[config.mk]
export PLATFORM = sky130hd
export DESIGN_NAME = ps2_host_tx_flat
export DESIGN_NICKNAME = d
export VERILOG_FILES = /design/src/rtl/ps2_host_tx_if.sv /design/src/rtl/ps2_host_tx.sv /design/src/flat_wrapper.sv
export SDC_FILE = /design/constraint.sdc
export NUM_CORES = 1
export LEC_CHECK = 0
export BUFFER_PORTS_ARGS = -buffer_cell sky130_fd_sc_hd__clkbuf_2
export CAP_MARGIN = 30
export CORE_UTILIZATION = 56
export CTS_CLUSTER_SIZE = 10
export DETAILED_ROUTE_END_ITERATION = 12
export GPL_ROUTABILITY_DRIVEN = 0
export HOLD_SLACK_MARGIN = 0.03
export PLACE_DENSITY_LB_ADDON = 0.05
export SLEW_MARGIN = 20
export SYNTH_ARGS = -nofsm -noshare
export SYNTH_HDL_FRONTEND = slang
export SYNTH_SLANG_ARGS = --single-unit
export TNS_END_PERCENT = 5
[constraint.sdc]
create_clock -name clk -period 4.35 [get_ports clk]
set_input_delay 0.87 -clock clk [delete_from_list [all_inputs] [get_ports clk]]
set_output_delay 0.87 -clock clk [all_outputs]
set_load 0.02 [all_outputs]
[src/rtl/ps2_host_tx_if.sv]
// Host-side command handshake for the PS/2 host transmitter.
// The master offers bytes; the slave (transmitter) reports status and completion pulses.
interface ps2_host_tx_if;
  logic [7:0] tx_data;
  logic       tx_valid;
  logic       tx_ready;
  logic       busy;
  logic       tx_done;
  logic       tx_error;

  modport master (
    output tx_data,
    output tx_valid,
    input  tx_ready,
    input  busy,
    input  tx_done,
    input  tx_error
  );

  modport slave (
    input  tx_data,
    input  tx_valid,
    output tx_ready,
    output busy,
    output tx_done,
    output tx_error
  );
endinterface

[src/rtl/ps2_host_tx.sv]
// PS/2 host-to-device transmitter: clock inhibit, request-to-send, 11-bit frame and device ACK.
// Pin outputs are open-drain controls: 0 pulls the line low, 1 releases it.
module ps2_host_tx #(
  parameter int INHIBIT_CYCLES = 5000,
  parameter int TIMEOUT_CYCLES = 750000
) (
  input  logic          clk,
  input  logic          n_reset,
  ps2_host_tx_if.slave  host,
  input  logic          ps2_clk_in,
  input  logic          ps2_dat_in,
  output logic          ps2_clk_out,
  output logic          ps2_dat_out
);

  localparam int MAX_CNT = (TIMEOUT_CYCLES > INHIBIT_CYCLES) ? TIMEOUT_CYCLES : INHIBIT_CYCLES;
  localparam int CNT_W   = $clog2(MAX_CNT + 1);

  localparam logic [CNT_W-1:0] INH_LAST  = CNT_W'(INHIBIT_CYCLES - 1);
  localparam logic [CNT_W-1:0] INH_START = CNT_W'(INHIBIT_CYCLES - 2);
  localparam logic [CNT_W-1:0] TO_LAST   = CNT_W'(TIMEOUT_CYCLES - 1);
  localparam logic [CNT_W-1:0] CNT_ZERO  = {CNT_W{1'b0}};
  localparam logic [CNT_W-1:0] CNT_ONE   = CNT_W'(1);

  typedef enum logic [2:0] {
    ST_IDLE      = 3'd0,
    ST_INHIBIT   = 3'd1,
    ST_RTS       = 3'd2,
    ST_SHIFT     = 3'd3,
    ST_ACK       = 3'd4,
    ST_WAIT_IDLE = 3'd5
  } state_t;

  function automatic logic odd_parity(input logic [7:0] d);
    return ~^d;
  endfunction

  function automatic logic frame_bit(input logic [7:0] d, input logic p, input logic [3:0] idx);
    logic b;
    case (idx)
      4'd0, 4'd1, 4'd2, 4'd3,
      4'd4, 4'd5, 4'd6, 4'd7: b = d[idx[2:0]];
      4'd8:                   b = p;
      default:                b = 1'b1;
    endcase
    return b;
  endfunction

  state_t           state_r, state_s;
  logic [CNT_W-1:0] cnt_r, cnt_s;
  logic [3:0]       idx_r, idx_s;
  logic [7:0]       data_r, data_s;
  logic             parity_r, parity_s;
  logic             clk_out_r, clk_out_s;
  logic             dat_out_r, dat_out_s;
  logic             done_r, done_s;
  logic             error_r, error_s;
  logic             busy_r, ready_r;
  logic [1:0]       clk_sync_r, dat_sync_r;
  logic             clk_prev_r;
  logic             fall_s;
  logic             timeout_s;

  // Two-stage synchronisers on the raw pins plus the previous clock level for edge detection.
  always_ff @(posedge clk or negedge n_reset) begin
    if (!n_reset) begin
      clk_sync_r <= 2'b11;
      dat_sync_r <= 2'b11;
      clk_prev_r <= 1'b1;
    end else begin
      clk_sync_r <= {clk_sync_r[0], ps2_clk_in};
      dat_sync_r <= {dat_sync_r[0], ps2_dat_in};
      clk_prev_r <= clk_sync_r[1];
    end
  end

  assign fall_s = clk_prev_r & ~clk_sync_r[1];

  // State, counters and all outputs are registered from the next-state decode.
  always_ff @(posedge clk or negedge n_reset) begin
    if (!n_reset) begin
      state_r   <= ST_IDLE;
      cnt_r     <= CNT_ZERO;
      idx_r     <= 4'd0;
      data_r    <= 8'h00;
      parity_r  <= 1'b0;
      clk_out_r <= 1'b1;
      dat_out_r <= 1'b1;
      done_r    <= 1'b0;
      error_r   <= 1'b0;
      busy_r    <= 1'b0;
      ready_r   <= 1'b1;
    end else begin
      state_r   <= state_s;
      cnt_r     <= cnt_s;
      idx_r     <= idx_s;
      data_r    <= data_s;
      parity_r  <= parity_s;
      clk_out_r <= clk_out_s;
      dat_out_r <= dat_out_s;
      done_r    <= done_s;
      error_r   <= error_s;
      busy_r    <= (state_s != ST_IDLE);
      ready_r   <= (state_s == ST_IDLE);
    end
  end

  // Next-state and next-output decode; the shared counter times both inhibit and timeout.
  always_comb begin
    state_s   = state_r;
    cnt_s     = cnt_r;
    idx_s     = idx_r;
    data_s    = data_r;
    parity_s  = parity_r;
    clk_out_s = clk_out_r;
    dat_out_s = dat_out_r;
    done_s    = 1'b0;
    error_s   = 1'b0;
    timeout_s = (cnt_r == TO_LAST);

    case (state_r)
      ST_IDLE: begin
        clk_out_s = 1'b1;
        dat_out_s = 1'b1;
        cnt_s     = CNT_ZERO;
        if (host.tx_valid) begin
          data_s    = host.tx_data;
          parity_s  = odd_parity(host.tx_data);
          clk_out_s = 1'b0;
          state_s   = ST_INHIBIT;
        end else begin
          state_s = ST_IDLE;
        end
      end

      ST_INHIBIT: begin
        clk_out_s = 1'b0;
        if (cnt_r == INH_LAST) begin
          clk_out_s = 1'b1;
          dat_out_s = 1'b0;
          cnt_s     = CNT_ZERO;
          state_s   = ST_RTS;
        end else begin
          cnt_s = cnt_r + CNT_ONE;
          // Start bit goes out on the last inhibit cycle, ahead of the clock release.
          if (cnt_r == INH_START) begin
            dat_out_s = 1'b0;
          end else begin
            dat_out_s = dat_out_r;
          end
        end
      end

      ST_RTS, ST_SHIFT, ST_ACK, ST_WAIT_IDLE: begin
        if (timeout_s) begin
          error_s   = 1'b1;
          clk_out_s = 1'b1;
          dat_out_s = 1'b1;
          cnt_s     = CNT_ZERO;
          state_s   = ST_IDLE;
        end else begin
          cnt_s = cnt_r + CNT_ONE;
          case (state_r)
            ST_RTS: begin
              clk_out_s = 1'b1;
              dat_out_s = 1'b0;
              idx_s     = 4'd0;
              state_s   = ST_SHIFT;
            end
            ST_SHIFT: begin
              if (fall_s) begin
                dat_out_s = frame_bit(data_r, parity_r, idx_r);
                idx_s     = idx_r + 4'd1;
                if (idx_r == 4'd9) begin
                  state_s = ST_ACK;
                end else begin
                  state_s = ST_SHIFT;
                end
              end else begin
                state_s = ST_SHIFT;
              end
            end
            ST_ACK: begin
              if (fall_s) begin
                if (!dat_sync_r[1]) begin
                  state_s = ST_WAIT_IDLE;
                end else begin
                  error_s   = 1'b1;
                  clk_out_s = 1'b1;
                  dat_out_s = 1'b1;
                  cnt_s     = CNT_ZERO;
                  state_s   = ST_IDLE;
                end
              end else begin
                state_s = ST_ACK;
              end
            end
            ST_WAIT_IDLE: begin
              if (clk_sync_r[1] && dat_sync_r[1]) begin
                done_s  = 1'b1;
                cnt_s   = CNT_ZERO;
                state_s = ST_IDLE;
              end else begin
                state_s = ST_WAIT_IDLE;
              end
            end
            default: begin
              state_s = ST_IDLE;
            end
          endcase
        end
      end

      default: begin
        clk_out_s = 1'b1;
        dat_out_s = 1'b1;
        cnt_s     = CNT_ZERO;
        state_s   = ST_IDLE;
      end
    endcase
  end

  assign ps2_clk_out   = clk_out_r;
  assign ps2_dat_out   = dat_out_r;
  assign host.tx_ready = ready_r;
  assign host.busy     = busy_r;
  assign host.tx_done  = done_r;
  assign host.tx_error = error_r;

endmodule

[src/flat_wrapper.sv]
// flat-port wrapper written by rule: the top's interface ports become plain ports
module ps2_host_tx_flat 
#(
  parameter int INHIBIT_CYCLES = 5000,
  parameter int TIMEOUT_CYCLES = 750000
)
  (clk, n_reset, ps2_clk_in, ps2_dat_in, ps2_clk_out, ps2_dat_out, host_tx_data, host_tx_valid, host_tx_ready, host_busy, host_tx_done, host_tx_error);
  ps2_host_tx_if host_i ();
  input  logic clk;
  input  logic n_reset;
  input  logic ps2_clk_in;
  input  logic ps2_dat_in;
  output logic ps2_clk_out;
  output logic ps2_dat_out;
  input wire logic [$bits(host_i.tx_data)-1:0] host_tx_data;
  input wire logic [$bits(host_i.tx_valid)-1:0] host_tx_valid;
  output wire logic [$bits(host_i.tx_ready)-1:0] host_tx_ready;
  output wire logic [$bits(host_i.busy)-1:0] host_busy;
  output wire logic [$bits(host_i.tx_done)-1:0] host_tx_done;
  output wire logic [$bits(host_i.tx_error)-1:0] host_tx_error;
  assign host_i.tx_data = host_tx_data;
  assign host_i.tx_valid = host_tx_valid;
  assign host_tx_ready = host_i.tx_ready;
  assign host_busy = host_i.busy;
  assign host_tx_done = host_i.tx_done;
  assign host_tx_error = host_i.tx_error;
  ps2_host_tx #(.INHIBIT_CYCLES(INHIBIT_CYCLES), .TIMEOUT_CYCLES(TIMEOUT_CYCLES)) u_core (.clk(clk), .n_reset(n_reset), .host(host_i), .ps2_clk_in(ps2_clk_in), .ps2_dat_in(ps2_dat_in), .ps2_clk_out(ps2_clk_out), .ps2_dat_out(ps2_dat_out));
endmodule
After elaboration in Yosys (flattened, before gate mapping)
Index checks and enable logic that the tools add are counted.
{ "word_totals": {"out_inout_bits": 6, "reg_bits": 47, "inputBits": 13} }
{ "op_classes": {"bitwise_logic": 3, "n_reduce_logical": 13, "n_mux": 44, "order_cmp": 1, "n_addsub": 2, "eq_ne": 24} }
{ "op_table": {"columns": ["op", "n"], "rows": [
  ["$mux W20", 5],
  ["$pmux W20 S2", 2],
  ["$eq A20 B13 Y1 const B", 2],
  ["$mux W3", 7],
  ["$add A20 B1 Y20 const B", 1],
  ["$eq A20 B20 Y1 const B", 1],
  ["$mux W1", 20],
  ["$eq A4 B3 Y1 const B", 4],
  ["$ne A4 B2 Y1 const B", 3],
  ["$pmux W3 S4", 1],
  ["$pmux W3 S3", 1],
  ["$eq A4 B2 Y1 const B", 2],
  ["$eq A4 B4 Y1 const B", 2],
  ["$pmux W4 S2", 1],
  ["$reduce_or A8 Y1", 1],
  ["$reduce_xnor A8 Y1", 1],
  ["$eq A3 B2 Y1 const B", 2],
  ["$eq A3 B3 Y1 const B", 2],
  ["$logic_not A3 Y1", 2],
  ["$pmux W1 S2", 3],
  ["$pmux W1 S3", 2],
  ["$ne A5 B1 Y1 const B", 1],
  ["$reduce_and A5 Y1", 1],
  ["$add A4 B1 Y4 const B", 1],
  ["other kinds (18)", 19]
]} }

Depth between registers and ports, before layout
{ "logic_depth": {"ltp_word": 7, "mapped_depth": 8, "ltp_nobuf": 7} }

Worst setup path after synthesis
OpenSTA, ideal clock, no wires.
{ "synth_path": {"kind": "register to register", "startpoint": "register u_core.cnt_r[6]", "endpoint": "register u_core.cnt_r[12]", "path_buffers": 2, "period_less_slack_ps": 2279, "arrival_time_ps": 2160, "stages_incl_launch_ff": 8, "required_time_ps": 4231, "setup_time_ps": 119, "setup_slack_ps": 2071, "path_cell_list": "dfrtp_1 -> or3_1 -> or4_1 -> or3_1 -> buf_2 -> a2bb2oi_2 -> buf_4 -> nor2_1"} }
{ "synth_between": {"elab_chain_len": 6, "word_cells_on_any_way": 10, "classes_between": "add/sub: 1; eq/ne: 2; mux: 7"} }
{ "synth_rtl": {"columns": ["item", "line", "rtl"], "rows": [
  ["start: declaration", "ps2_host_tx.sv:50", "logic [CNT_W-1:0] cnt_r, cnt_s;"],
  ["start signal: assignment", "ps2_host_tx.sv:95", "cnt_r <= cnt_s;"],
  ["$add A20 B1 Y20", "ps2_host_tx.sv:144, ps2_host_tx.sv:162", null],
  ["$mux W20", "ps2_host_tx.sv:185", "if (!dat_sync_r[1]) begin"],
  ["$mux W20", "ps2_host_tx.sv:184", "if (fall_s) begin"],
  ["$pmux W20 S2", "ps2_host_tx.sv:163", "case (state_r)"],
  ["$mux W20", "ps2_host_tx.sv:155", "if (timeout_s) begin"],
  ["$pmux W20 S2 *", "ps2_host_tx.sv:121", "case (state_r)"],
  ["named net u_core.cnt_s[12]", "ps2_host_tx.sv:50", null]
]} }
The timed path passes the listed nets; every way through them passes the cells marked *.
A chain may end at the register's enable or synchronous reset.

Worst setup path after layout
{ "layout_path": {"startpoint": "register u_core.cnt_r[6]", "endpoint": "register u_core.cnt_r[9]"} }
The elaborated chain is that of the path after synthesis.

==> flow_metrics.env <==
export IMPL_status="complete, no violations"
export IMPL_crit_buf_inv=0
export IMPL_cts_max_level=2
export IMPL_grt_ovfl_total=0
export IMPL_rows=23
export IMPL_synth_top_cell_area_share_pct=39.3
export IMPL_clock_latency_ns=0.30
export IMPL_finalCriticalPeriod_ns=2.89
export IMPL_post_dp_cell_area_um2=2610
export IMPL_final_hold_violation_count=0
export IMPL_ys_ff_latch=47
export IMPL_cts_buffer_depth=2
export IMPL_grt_max_degree=48
export IMPL_fin_setup_tns_ns=0
export IMPL_rsz0062_at_grt="false"
export IMPL_num_antenna_cells=0
export IMPL_fin_crit_sh_pct=66.5
export IMPL_ant_nets=0
export IMPL_critPathTopFamily="simple AND/OR/NAND/NOR gates"
export IMPL_ys_seq_area_share_pct=47.7
export IMPL_grt_pass1_vias=1700
export IMPL_power_density_nw_per_um2=298
export IMPL_slew_viol_final=0
export IMPL_worstPathCellList="or3_1 > or4_1 > or3_1 > a2bb2oi_2 > nor2_1"
export IMPL_routed_wl_um=4670
export IMPL_ys_flop_type="dfrtp_1"
export IMPL_grt_pass1_wl_um=8060
export IMPL_setup_viol=0
export IMPL_grt_total_usage_pct=23.8
export IMPL_yosysTopAreaCell="dfrtp_1"
export IMPL_cts_root_buffer="clkbuf_8"
export IMPL_num_io_pins=19
export IMPL_holdWs_ns=0.359
export IMPL_crit_type="reg2reg"
export IMPL_area_growth_pct=9.56
export IMPL_end_kind="register"
export IMPL_drc=0
export IMPL_cts_tree="yes"
export IMPL_slowest_delay_ns=0.72
export IMPL_cts_resized=0
export IMPL_clock_skew_ns=0.00624
export IMPL_core_area_um2=4140
export IMPL_numCtsBuffers=5
export IMPL_die_y_um=68.6
export IMPL_drv_cap=0
export IMPL_crit_arrival_ns=3.05
export IMPL_drt_initial_drc_count=195
export IMPL_post_cts_setup_buffer_count=0
export IMPL_ys_top_cells_by_area="dfrtp_1, dfstp_2, xnor2_1"
export IMPL_layout_commonest_cell="dfrtp_1"
export IMPL_drive_gt1_share_pct=18.8
export IMPL_antenna_found_initial=0
export IMPL_first_pass_iters=4
export IMPL_p_leak_nw=1.17
export IMPL_cts_hold_buf=0
export IMPL_syn_cell_area_um2=2490
export IMPL_cp_max_fo=20
export IMPL_ir_drop_mv=0.239
export IMPL_start_kind="register"
export IMPL_postLayoutCellArea_um2=2720
export IMPL_fmax_mhz=346
export IMPL_start_util_pct=60.0
export IMPL_min_path_type="reg2reg"
export IMPL_clk_transition_reported_paths_ns=0.09
export IMPL_relSlewSlack_pct=43.8
export IMPL_final_nets=284
export IMPL_slowest_stage="a2bb2oi_2"
export IMPL_vias_per_cell=5.77
export IMPL_worstPathRequired_ns=4.51
export IMPL_layout_common_cells="dfrtp_1, nor2_1, nand2_1"
export IMPL_async_flop_share_pct=100
export IMPL_synth_enable_flop_cells=0
export IMPL_synthesis_nets=266
export IMPL_syn_inst=247
export IMPL_die_w_um=68.6
export IMPL_cts_sinks=47
export IMPL_wl_per_cell_um=14.8
export IMPL_synth_cell_type_count=51
export IMPL_synth_area_per_cell_um2=10.1
export IMPL_place_hpwl_um=3230
export IMPL_die_area_um2=4710
export IMPL_fillers=362
export IMPL_path_common_cell="or3_1"
export IMPL_ys_warn_count=0
export IMPL_vias=1823
export IMPL_tightestPinTransition_ns=0.842
export IMPL_portBuffers=18
[cell families after synthesis]
family	count (synthesis)	synth area share (%)
buffers and inverters	19	3.22
flip-flops	47	47.7
AND/OR/NAND/NOR	105	22.1
multiplexers	13	5.79
XOR/XNOR	25	8.81
adder cells (fa/ha/maj)	6	3.02
AO/OA/AOI/OAI	32	9.36
[final timing paths]
check | from | to | cells past startpoint | slack (ns)
max | u_core.cnt_r[6]$_DFF_PN0_ | u_core.cnt_r[9]$_DFF_PN0_ | 5 | 1.46
max reg2reg | u_core.cnt_r[6]$_DFF_PN0_ | u_core.cnt_r[9]$_DFF_PN0_ | 5 | 1.46
max in group asynchronous | n_reset | u_core.clk_prev_r$_DFF_PN1_ | 2 | 3.32
min | u_core.clk_sync_r[0]$_DFF_PN1_ | u_core.clk_sync_r[1]$_DFF_PN1_ | 0 | 0.36
min in group asynchronous | n_reset | u_core.idx_r[0]$_DFFE_PN0P_ | 2 | 0.64
min reg2reg | u_core.clk_sync_r[0]$_DFF_PN1_ | u_core.clk_sync_r[1]$_DFF_PN1_ | 0 | 0.36
[synth_stat cells (3+ instances only)]
cell and number:
or4_1 3, xnor2_1 18, nor2_1 29, nand2_1 21, nand4_1 6, dfstp_2 8, dfrtp_1 39, a21oi_1 4
nor2b_1 5, o21ai_1 6, nor4_1 3, nor3_1 6, a22o_1 4, clkbuf_1 6, nand2b_1 4, nand3_1 11
and4_1 3, ha_1 6, xor2_1 7, inv_1 10, mux2_2 11
[final cells by class]
| type | count | area (um2) | share of cell area, % |
|---|---|---|---|
| clock buffer | 5 | 68.8 | 2.53 |
| clock inverter | 3 | 43.8 | 1.61 |
| inverter | 10 | 37.5 | 1.38 |
| multi-input combinational | 181 | 1220 | 44.8 |
| sequential | 47 | 1190 | 43.5 |
| tap | 50 | 62.6 | 2.30 |
| timing repair buffer | 20 | 105 | 3.86 |
[flip-flops by register name (all words and copies together), names as in the netlist, 2 cells and up]
| signal | flops |
|---|---|
| u_core.cnt_r | 20 |
| u_core.dat_sync_r | 2 |
| u_core.idx_r | 4 |
| u_core.data_r | 8 |
| u_core.state_r | 3 |
| u_core.clk_sync_r | 2 |
[routing by layer]
layer	vias up	global-route usage [%]	wire, um
met5	-	0	0
met4	0	9.38	80
met2	61	33.1	1920
met3	9	6.09	294
li1	903	-	-
met1	850	34.9	2380
[power breakdown]
group	switching [mW]	internal (mW)
Clock	0.149	0.171
Combinational	0.0201	0.0192
Sequential	0.00521	0.447
[through the flow]
stage	power [mW]	util, %	std cells	setup WS [ns]
after floorplan	0.481	-	247	2.07
after global placement	0.500	62.8	307	1.50
after detailed placement	0.501	63.0	308	1.41
after CTS	0.822	65.7	316	1.40
after global routing	0.843	65.7	316	1.24
final	0.811	65.7	316	1.46
No activity file was read; power rests on OpenSTA's default activity.
